`src/rtl/cpu_pkg.sv`:
```
// ---------------------------------------------------------------------------
// cpu_pkg
// Shared definitions for the 16-bit five-stage core's hazard/interrupt logic:
//   REG_NONE            register index meaning "no register"
//   PC_SEQ/BRANCH/VECTOR 2-bit PC select codes
//   int_state_t         interrupt sequencer states (IDLE, DRAIN, SAVE, VECTOR)
//   *_DEF               default values for the hazard_ctrl parameters
//   srcHit()            register match helper that never matches REG_NONE
// ---------------------------------------------------------------------------
package cpu_pkg;

  localparam logic [3:0]  REG_NONE         = 4'hF;

  localparam logic [1:0]  PC_SEQ           = 2'b00;
  localparam logic [1:0]  PC_BRANCH        = 2'b01;
  localparam logic [1:0]  PC_VECTOR        = 2'b10;

  localparam logic [15:0] INT_VECTOR_DEF   = 16'h0008;
  localparam logic [15:0] IMEM_TOP_DEF     = 16'h7FFF;
  localparam int          DRAIN_CYCLES_DEF = 2;

  typedef enum logic [1:0] {
    IDLE   = 2'd0,
    DRAIN  = 2'd1,
    SAVE   = 2'd2,
    VECTOR = 2'd3
  } int_state_t;

  // True when the producing destination feeds this source. An index of
  // REG_NONE on either side means "no register" and can never match.
  function automatic logic srcHit(input logic [3:0] dst, input logic [3:0] src);
    return (dst != REG_NONE) && (src != REG_NONE) && (dst == src);
  endfunction

endpackage

```
`src/rtl/hazard_ctrl_if.sv`:
```
// ---------------------------------------------------------------------------
// hazard_ctrl_if
// Bundles the pipeline-side signals of the hazard controller.
//   master : pipeline side (drives stage info, receives stall/flush/PC control)
//   slave  : hazard_ctrl side
// Pipeline inputs : idex_memread_i, idex_regdst_i, idex_epc_i, ifid_regsrc1_i,
//                   ifid_regsrc2_i, exmem_memwrite_i, exmem_addr_i,
//                   branch_taken_i, branch_target_i, int_req_i
// Control outputs : pc_stall_o, ifid_stall_o, flush_if_o, flush_id_o,
//                   pc_sel_o, pc_target_o, epc_save_o, epc_o, int_ack_o,
//                   busy_o, and stall_cnt_o when HAZARD_STALL_CNT_EN is defined
// ---------------------------------------------------------------------------
interface hazard_ctrl_if;

  logic        idex_memread_i;
  logic [3:0]  idex_regdst_i;
  logic [15:0] idex_epc_i;
  logic [3:0]  ifid_regsrc1_i;
  logic [3:0]  ifid_regsrc2_i;
  logic        exmem_memwrite_i;
  logic [15:0] exmem_addr_i;
  logic        branch_taken_i;
  logic [15:0] branch_target_i;
  logic        int_req_i;

  logic        pc_stall_o;
  logic        ifid_stall_o;
  logic        flush_if_o;
  logic        flush_id_o;
  logic [1:0]  pc_sel_o;
  logic [15:0] pc_target_o;
  logic        epc_save_o;
  logic [15:0] epc_o;
  logic        int_ack_o;
  logic        busy_o;
`ifdef HAZARD_STALL_CNT_EN
  logic [15:0] stall_cnt_o;
`endif

  modport master (
    output idex_memread_i, idex_regdst_i, idex_epc_i,
           ifid_regsrc1_i, ifid_regsrc2_i,
           exmem_memwrite_i, exmem_addr_i,
           branch_taken_i, branch_target_i, int_req_i,
    input  pc_stall_o, ifid_stall_o, flush_if_o, flush_id_o,
           pc_sel_o, pc_target_o, epc_save_o, epc_o, int_ack_o, busy_o
`ifdef HAZARD_STALL_CNT_EN
         , stall_cnt_o
`endif
  );

  modport slave (
    input  idex_memread_i, idex_regdst_i, idex_epc_i,
           ifid_regsrc1_i, ifid_regsrc2_i,
           exmem_memwrite_i, exmem_addr_i,
           branch_taken_i, branch_target_i, int_req_i,
    output pc_stall_o, ifid_stall_o, flush_if_o, flush_id_o,
           pc_sel_o, pc_target_o, epc_save_o, epc_o, int_ack_o, busy_o
`ifdef HAZARD_STALL_CNT_EN
         , stall_cnt_o
`endif
  );

endinterface

```
`src/rtl/hazard_ctrl_int_seq.sv`:
```
// ---------------------------------------------------------------------------
// int_seq
// Interrupt entry sequencer: IDLE -> DRAIN (DRAIN_CYCLES cycles) -> SAVE ->
// VECTOR -> IDLE. Captures the ID/EX epc on the entry edge.
// Ports:
//   CLK, RST        clock, synchronous active-high reset
//   i_intReq        level interrupt request (only looked at in IDLE)
//   i_branchTaken   a taken branch this cycle defers interrupt entry
//   i_epc           ID/EX epc to capture on entry
//   o_state         current sequencer state
//   o_epc           captured EPC
// ---------------------------------------------------------------------------
module int_seq
  import cpu_pkg::*;
#(
  parameter int DRAIN_CYCLES = DRAIN_CYCLES_DEF
) (
  input  logic        CLK,
  input  logic        RST,
  input  logic        i_intReq,
  input  logic        i_branchTaken,
  input  logic [15:0] i_epc,
  output int_state_t  o_state,
  output logic [15:0] o_epc
);

  // Drain counter value on the last drain cycle.
  localparam logic [2:0] LAST_CNT = 3'(DRAIN_CYCLES - 1);

  int_state_t  r_state;
  int_state_t  w_nextState;
  logic [2:0]  r_drainCnt;
  logic [2:0]  w_nextCnt;
  logic [15:0] r_epc;
  logic [15:0] w_nextEpc;

  // State, drain counter and EPC registers. Reset drops any sequence in
  // progress back to IDLE so no save or ack strobe follows.
  always_ff @(posedge CLK) begin
    if (RST) begin
      r_state    <= IDLE;
      r_drainCnt <= '0;
      r_epc      <= '0;
    end else begin
      r_state    <= w_nextState;
      r_drainCnt <= w_nextCnt;
      r_epc      <= w_nextEpc;
    end
  end

  // Next-state logic. A taken branch in the request cycle wins: the redirect
  // is honoured first and entry happens on a later cycle if the request is
  // still high. The counter runs only while draining and is cleared on exit
  // so the next entry starts from zero.
  always_comb begin
    w_nextState = r_state;
    w_nextCnt   = r_drainCnt;
    w_nextEpc   = r_epc;
    case (r_state)
      IDLE: begin
        if (i_intReq && !i_branchTaken) begin
          w_nextState = DRAIN;
          w_nextCnt   = '0;
          w_nextEpc   = i_epc;
        end
      end
      DRAIN: begin
        if (r_drainCnt == LAST_CNT) begin
          w_nextState = SAVE;
          w_nextCnt   = '0;
        end else begin
          w_nextCnt   = r_drainCnt + 3'd1;
        end
      end
      SAVE:    w_nextState = VECTOR;
      VECTOR:  w_nextState = IDLE;
      default: w_nextState = IDLE;
    endcase
  end

  assign o_state = r_state;
  assign o_epc   = r_epc;

endmodule

```
`src/rtl/hazard_ctrl.sv`:
```
// ---------------------------------------------------------------------------
// hazard_ctrl
// Pipeline hazard and interrupt sequencer for the 16-bit five-stage core.
// Detects load-use and store-vs-fetch structural hazards, applies branch
// redirects and sequences interrupt entry through int_seq.
// Ports:
//   CLK   core clock, rising edge
//   RST   synchronous active-high reset
//   bus   hazard_ctrl_if.slave (stage info in, stall/flush/PC control out)
// Optional feature: HAZARD_STALL_CNT_EN adds bus.stall_cnt_o, a saturating
// count of cycles with pc_stall_o high.
// ---------------------------------------------------------------------------
module hazard_ctrl
  import cpu_pkg::*;
#(
  parameter logic [15:0] INT_VECTOR   = INT_VECTOR_DEF,
  parameter logic [15:0] IMEM_TOP     = IMEM_TOP_DEF,
  parameter int          DRAIN_CYCLES = DRAIN_CYCLES_DEF
) (
  input  logic         CLK,
  input  logic         RST,
  hazard_ctrl_if.slave bus
);

  int_state_t  w_state;
  logic [15:0] w_epc;
  logic        w_loadUse;
  logic        w_struct;

  logic        w_pcStall;
  logic        w_ifidStall;
  logic        w_flushIf;
  logic        w_flushId;
  logic [1:0]  w_pcSel;
  logic [15:0] w_pcTarget;
  logic        w_epcSave;
  logic        w_intAck;
  logic        w_busy;

  int_seq #(
    .DRAIN_CYCLES (DRAIN_CYCLES)
  ) u_intSeq (
    .CLK           (CLK),
    .RST           (RST),
    .i_intReq      (bus.int_req_i),
    .i_branchTaken (bus.branch_taken_i),
    .i_epc         (bus.idex_epc_i),
    .o_state       (w_state),
    .o_epc         (w_epc)
  );

  assign w_loadUse = bus.idex_memread_i &&
                     (srcHit(bus.idex_regdst_i, bus.ifid_regsrc1_i) ||
                      srcHit(bus.idex_regdst_i, bus.ifid_regsrc2_i));

  assign w_struct  = bus.exmem_memwrite_i && (bus.exmem_addr_i <= IMEM_TOP);

  // Priority mux: reset, then the interrupt sequence, then branch, then the
  // OR of structural and load-use. A taken branch kills the ID instruction so
  // its load-use stall is dropped. When both stalls coincide the IF bubble is
  // withheld because IF/ID is being held, not refilled.
  always_comb begin
    w_pcStall   = 1'b0;
    w_ifidStall = 1'b0;
    w_flushIf   = 1'b0;
    w_flushId   = 1'b0;
    w_pcSel     = PC_SEQ;
    w_pcTarget  = 16'h0000;
    w_epcSave   = 1'b0;
    w_intAck    = 1'b0;
    w_busy      = 1'b0;
    if (!RST) begin
      case (w_state)
        IDLE: begin
          if (bus.branch_taken_i) begin
            w_flushIf  = 1'b1;
            w_flushId  = 1'b1;
            w_pcSel    = PC_BRANCH;
            w_pcTarget = bus.branch_target_i;
          end else begin
            if (w_struct) begin
              w_pcStall = 1'b1;
              w_flushIf = 1'b1;
            end
            if (w_loadUse) begin
              w_pcStall   = 1'b1;
              w_ifidStall = 1'b1;
              w_flushId   = 1'b1;
              w_flushIf   = 1'b0;
            end
          end
        end
        DRAIN: begin
          w_pcStall = 1'b1;
          w_flushIf = 1'b1;
          w_flushId = 1'b1;
          w_busy    = 1'b1;
        end
        SAVE: begin
          w_pcStall = 1'b1;
          w_flushIf = 1'b1;
          w_flushId = 1'b1;
          w_epcSave = 1'b1;
          w_busy    = 1'b1;
        end
        VECTOR: begin
          w_pcSel    = PC_VECTOR;
          w_pcTarget = INT_VECTOR;
          w_intAck   = 1'b1;
          w_flushIf  = 1'b1;
          w_busy     = 1'b1;
        end
        default: begin
          w_busy = 1'b1;
        end
      endcase
    end
  end

  assign bus.pc_stall_o   = w_pcStall;
  assign bus.ifid_stall_o = w_ifidStall;
  assign bus.flush_if_o   = w_flushIf;
  assign bus.flush_id_o   = w_flushId;
  assign bus.pc_sel_o     = w_pcSel;
  assign bus.pc_target_o  = w_pcTarget;
  assign bus.epc_save_o   = w_epcSave;
  assign bus.epc_o        = w_epc;
  assign bus.int_ack_o    = w_intAck;
  assign bus.busy_o       = w_busy;

`ifdef HAZARD_STALL_CNT_EN
  logic [15:0] r_stallCnt;

  // Saturating count of PC stall cycles for performance monitoring.
  always_ff @(posedge CLK) begin
    if (RST) begin
      r_stallCnt <= '0;
    end else if (w_pcStall && (r_stallCnt != 16'hFFFF)) begin
      r_stallCnt <= r_stallCnt + 16'd1;
    end
  end

  assign bus.stall_cnt_o = r_stallCnt;
`endif

endmodule

```
`src/flat_wrapper.sv`:
```
// flat-port wrapper written by rule: the top's interface ports become plain ports
module hazard_ctrl_flat import cpu_pkg::*;
#(
  parameter logic [15:0] INT_VECTOR   = INT_VECTOR_DEF,
  parameter logic [15:0] IMEM_TOP     = IMEM_TOP_DEF,
  parameter int          DRAIN_CYCLES = DRAIN_CYCLES_DEF
)
  (CLK, RST, bus_idex_memread_i, bus_idex_regdst_i, bus_idex_epc_i, bus_ifid_regsrc1_i, bus_ifid_regsrc2_i, bus_exmem_memwrite_i, bus_exmem_addr_i, bus_branch_taken_i, bus_branch_target_i, bus_int_req_i, bus_pc_stall_o, bus_ifid_stall_o, bus_flush_if_o, bus_flush_id_o, bus_pc_sel_o, bus_pc_target_o, bus_epc_save_o, bus_epc_o, bus_int_ack_o, bus_busy_o);
  hazard_ctrl_if bus_i ();
  input  logic CLK;
  input  logic RST;
  input wire logic [$bits(bus_i.idex_memread_i)-1:0] bus_idex_memread_i;
  input wire logic [$bits(bus_i.idex_regdst_i)-1:0] bus_idex_regdst_i;
  input wire logic [$bits(bus_i.idex_epc_i)-1:0] bus_idex_epc_i;
  input wire logic [$bits(bus_i.ifid_regsrc1_i)-1:0] bus_ifid_regsrc1_i;
  input wire logic [$bits(bus_i.ifid_regsrc2_i)-1:0] bus_ifid_regsrc2_i;
  input wire logic [$bits(bus_i.exmem_memwrite_i)-1:0] bus_exmem_memwrite_i;
  input wire logic [$bits(bus_i.exmem_addr_i)-1:0] bus_exmem_addr_i;
  input wire logic [$bits(bus_i.branch_taken_i)-1:0] bus_branch_taken_i;
  input wire logic [$bits(bus_i.branch_target_i)-1:0] bus_branch_target_i;
  input wire logic [$bits(bus_i.int_req_i)-1:0] bus_int_req_i;
  output wire logic [$bits(bus_i.pc_stall_o)-1:0] bus_pc_stall_o;
  output wire logic [$bits(bus_i.ifid_stall_o)-1:0] bus_ifid_stall_o;
  output wire logic [$bits(bus_i.flush_if_o)-1:0] bus_flush_if_o;
  output wire logic [$bits(bus_i.flush_id_o)-1:0] bus_flush_id_o;
  output wire logic [$bits(bus_i.pc_sel_o)-1:0] bus_pc_sel_o;
  output wire logic [$bits(bus_i.pc_target_o)-1:0] bus_pc_target_o;
  output wire logic [$bits(bus_i.epc_save_o)-1:0] bus_epc_save_o;
  output wire logic [$bits(bus_i.epc_o)-1:0] bus_epc_o;
  output wire logic [$bits(bus_i.int_ack_o)-1:0] bus_int_ack_o;
  output wire logic [$bits(bus_i.busy_o)-1:0] bus_busy_o;
  assign bus_i.idex_memread_i = bus_idex_memread_i;
  assign bus_i.idex_regdst_i = bus_idex_regdst_i;
  assign bus_i.idex_epc_i = bus_idex_epc_i;
  assign bus_i.ifid_regsrc1_i = bus_ifid_regsrc1_i;
  assign bus_i.ifid_regsrc2_i = bus_ifid_regsrc2_i;
  assign bus_i.exmem_memwrite_i = bus_exmem_memwrite_i;
  assign bus_i.exmem_addr_i = bus_exmem_addr_i;
  assign bus_i.branch_taken_i = bus_branch_taken_i;
  assign bus_i.branch_target_i = bus_branch_target_i;
  assign bus_i.int_req_i = bus_int_req_i;
  assign bus_pc_stall_o = bus_i.pc_stall_o;
  assign bus_ifid_stall_o = bus_i.ifid_stall_o;
  assign bus_flush_if_o = bus_i.flush_if_o;
  assign bus_flush_id_o = bus_i.flush_id_o;
  assign bus_pc_sel_o = bus_i.pc_sel_o;
  assign bus_pc_target_o = bus_i.pc_target_o;
  assign bus_epc_save_o = bus_i.epc_save_o;
  assign bus_epc_o = bus_i.epc_o;
  assign bus_int_ack_o = bus_i.int_ack_o;
  assign bus_busy_o = bus_i.busy_o;
  hazard_ctrl #(.INT_VECTOR(INT_VECTOR), .IMEM_TOP(IMEM_TOP), .DRAIN_CYCLES(DRAIN_CYCLES)) u_core (.CLK(CLK), .RST(RST), .bus(bus_i));
endmodule
```
`config.mk`:
```
export PLATFORM = sky130hd
export DESIGN_NAME = hazard_ctrl_flat
export DESIGN_NICKNAME = d
export VERILOG_FILES = /design/src/rtl/cpu_pkg.sv /design/src/rtl/hazard_ctrl_if.sv /design/src/rtl/hazard_ctrl_int_seq.sv /design/src/rtl/hazard_ctrl.sv /design/src/flat_wrapper.sv
export SDC_FILE = /design/constraint.sdc
export NUM_CORES = 1
export LEC_CHECK = 0
export CORE_AREA = 5 5 66 68
export CTS_CLUSTER_DIAMETER = 30
export DETAILED_ROUTE_END_ITERATION = 8
export DIE_AREA = 0 0 71 73
export GPL_ROUTABILITY_DRIVEN = 0
export PLACE_DENSITY = 0.85
export SETUP_SLACK_MARGIN = 0.2
export SYNTH_ARGS = -nofsm -noshare
export SYNTH_HDL_FRONTEND = slang
export SYNTH_SLANG_ARGS = --single-unit
```
`constraint.sdc`:
```
create_clock -name CLK -period 5.3 [get_ports CLK]
set_input_delay 0.53 -clock CLK [delete_from_list [all_inputs] [get_ports CLK]]
set_output_delay 0.53 -clock CLK [all_outputs]
set_load 0.005 [all_outputs]
```
==> results.md <==
- Status: completed
- Full die area: 5183 um^2
- Maximum clock path buffer count: 2
- Grt total ovfl: 0
- Worst Hold Launch: u_core.u_intSeq.o_epc[10]
- Via density: approximately 4.6
- Max Clk Rate: approximately 300 MHz
- # hold bufs at CTS: 0
- Logic pwr share: 52.5%
- Placement Rows: 23
- H-tree Lvls: 1
- Ys Warns: 0
- Clock Sink Count: 21
- Total Routed Length: roughly 3600 um
- Final setup TNS: 0 ns
- Reg2reg setup slack: 3.11 ns
- Post-synthesis sequential area ratio: 35.48%
- Fin cells: 300
- Hold depth: 2
- Hold Path Class: reg -> reg
- Root Buffer: clkbuf_8
- Pint: 0.4123 mW
- Final ANT Viol Nets: 0
- Leak: between 0.8 and 0.9 nW
- Area of the multi-input gates: roughly 720 um^2
- CP startpoint kind: primary input
- Worst-margin pin slew: 0.8861 ns
- Ant. Diodes: 0
- Clock transition at the registers of the reported paths: roughly 0.070 ns
- Final hold violations: 0
- Maximum Capacitance Violations: 0
- Average size of a mapped cell: approximately 7.4 um^2
- Commonest non-fill, non-tap cell in the layout: clkdlybuf4s50_1
- Critical R2R Capture: u_core.u_intSeq.r_drainCnt[1]
- Peak supply drop: 0.1663 mV
- Die H: approximately 73 um
- Post-CTS setup buffer count: 0
- Total GRT Usage: a little over an eighth
- Worst slew margin: about two fifths
- Layout cell share with drive strength beyond 1: ~3.2%
- Reg2Reg Depth: 7
- FF+latch area: ~420 um^2
- Resize count post-CTS: 0
- Critical Path RT: about 4.8 ns
- Chip width: 71 um
- Starting Density: 31.19%
- Switching power: between 0.2 and 0.25 mW
- CTS tree: built
- Place WS: approximately 1.9 ns
- Vias in the first global route: between 1000 and 1500
- Total CTS buffers: 3
- Setup slack after layout: 1.938 ns
- Input/output buffers: 91
- Final Core Density: around 58%
- Final setup viols: 0
- Synth cell types: 31
- Via count: approximately 1400
- DR pass1 iterations: 4
- Clock Power Share: 16.2%
- Largest net degree at the start of global routing: 32
- Min cycle time layout: ~3.4 ns
- Fin. max-slew vios: 0
- FILL cells: ~370
- Clock Latency Late Sink: ~0.25 ns
- Mapped Area: around 1200 um^2
- Worst r2r src: u_core.u_intSeq.o_state[0]
- Sequential fraction of design power: a little under a third
- Hold EP: u_core.u_intSeq.o_epc[10]
- Hpwl dp: about 2800 um
- Critical path arrival: about 2.8 ns
- Critical Path Sink Type: output port
- Kind of critical path: in -> out
- Clk_skew: around 0.0011 ns
- Crit Path Max Fanout: 4
- Wire length of the first global-routing pass: a little under 6000 um
- Average wire per standard cell: between 10 and 15 um
- CORE AREA: between 3000 and 4000 um^2
- Cell Pwr Density: roughly 290 nW/um^2
- 1st-iter DRT viols: 41
- Period utilisation layout: approximately 63%
- Synthesized netlist net count: 231
- Net Sw Frac: 33.95%
- PnR Total Power: 0.6243 mW
- Post-Place Cells: roughly 300
- DRC viols: 0
- Final net count: between 300 and 400
- Most frequent cells in the layout: clkdlybuf4s50_1, nand2_1, a21oi_1, dfxtp_1, and2_1
- Initial antenna violation count: 0
- Syn Inst Count: 160
- Top-Level Pins: 107
- RSZ-0062 raised after global routing: no
- #FFs+latches synth: 21
- Area delta synth->final: 84.69%
## area by class of cell
type	count	share of cell area, %
Tap cell	50	2.859
Sequential cell	21	19.21
Inverter	7	1.201
Timing Repair Buffer	92	41.97
Multi-Input combinational cell	126	32.70
Clock buffer	4	2.058
## cells by family (layout without fill, tap and decap cells)
family                   count (synthesis)  in the layout  share of synthesized area (%)
AND/OR/NAND/NOR                         78             78                          32.10
AO/OA/AOI/OAI                           35             35                          17.00
flip-flops                              21             21                          35.48
buffers and inverters                   13            103                          4.118
adder cells (fa/ha/maj)                  5              5                          5.280
XOR/XNOR                                 7              7                          5.174
multiplexers                             1              1                         0.8448
## flip-flops by register name, summed over array words and instances (netlist names)
register / cells
u_core.u_intSeq.o_epc: 16
u_core.u_intSeq.o_state: 2
u_core.u_intSeq.r_drainCnt: 3
## cell usage after synthesis
master / instances / area, um^2
nand2_1: 37 / 138.9
a21oi_1: 22 / 110.1
dfxtp_1: 21 / 420.4
and2_1: 16 / 100.1
nor2_1: 10 / 37.54
clkbuf_1: 6 / 22.52
inv_1: 6 / 22.52
ha_1: 5 / 62.56
o21ai_0: 5 / 25.02
xnor2_1: 4 / 35.03
nor2b_1: 3 / 18.77
xor2_1: 3 / 26.28
nand3_1: 2 / 10.01
nand4_1: 2 / 12.51
nor3b_1: 2 / 15.01
a2111oi_0: 1 / 8.760
a211oi_1: 1 / 7.510
a21oi_2: 1 / 8.760
a221oi_1: 1 / 8.760
a41oi_1: 1 / 8.760
and3_1: 1 / 6.260
inv_2: 1 / 3.750
mux2i_1: 1 / 10.01
nor3_1: 1 / 5.000
nor3_4: 1 / 16.27
nor4_1: 1 / 6.260
o211ai_1: 1 / 7.510
o2bb2ai_1: 1 / 8.760
o31ai_1: 1 / 7.510
or2_2: 1 / 6.260
or4_1: 1 / 7.510
## critical path, stage by stage
cell and delay, ns:
clkdlybuf4s50_1 0.47, or2_2 0.31, a2111oi_0 0.47, o211ai_1 0.25, nor4_1 0.23, clkdlybuf4s50_1 0.58
## power by group through the flow
stage	Sequential [mW]	Combinational (mW)	Clock (mW)
after CTS	0.195	0.334	0.107
after floorplan	0.198	0.165	0
final	0.195	0.328	0.101
after global placement	0.198	0.331	0
after global routing	0.197	0.366	0.115
after detailed placement	0.199	0.332	0
## worst max path at each step
| stage | from | end | slack, ns | cells past startpoint |
|---|---|---|---|---|
| 6_report | bus_idex_regdst_i[0] | bus_ifid_stall_o | 1.94 | 6 |
| 5_1_grt | bus_idex_regdst_i[0] | bus_ifid_stall_o | 1.69 | 6 |
| 4_1_cts | bus_idex_regdst_i[0] | bus_ifid_stall_o | 1.91 | 6 |
| 3_5_place_dp | bus_idex_regdst_i[0] | bus_ifid_stall_o | 1.91 | 6 |
| 3_3_place_gp | bus_branch_taken_i | bus_pc_target_o[12] | 1.99 | 5 |
| 2_1_floorplan | bus_idex_regdst_i[0] | bus_ifid_stall_o | 3.16 | 4 |
## metrics by stage
stage | area [um^2] | hold WS (ns)
6_report | 2188 | 0.4536
4_1_cts | 2188 | 0.4566
3_3_place_gp | 2143 | 0.4414
2_1_floorplan | 1185 | 0.4527
5_1_grt | 2188 | 0.4705
3_5_place_dp | 2143 | 0.4459
## layer usage
metal	wire (um)	track usage [%]
met1	1306	13.87
met2	1951	26.67
met3	282	5.372
met4	14	2.505
met5	0	0
Note: power is estimated with default switching activity, not from simulation.
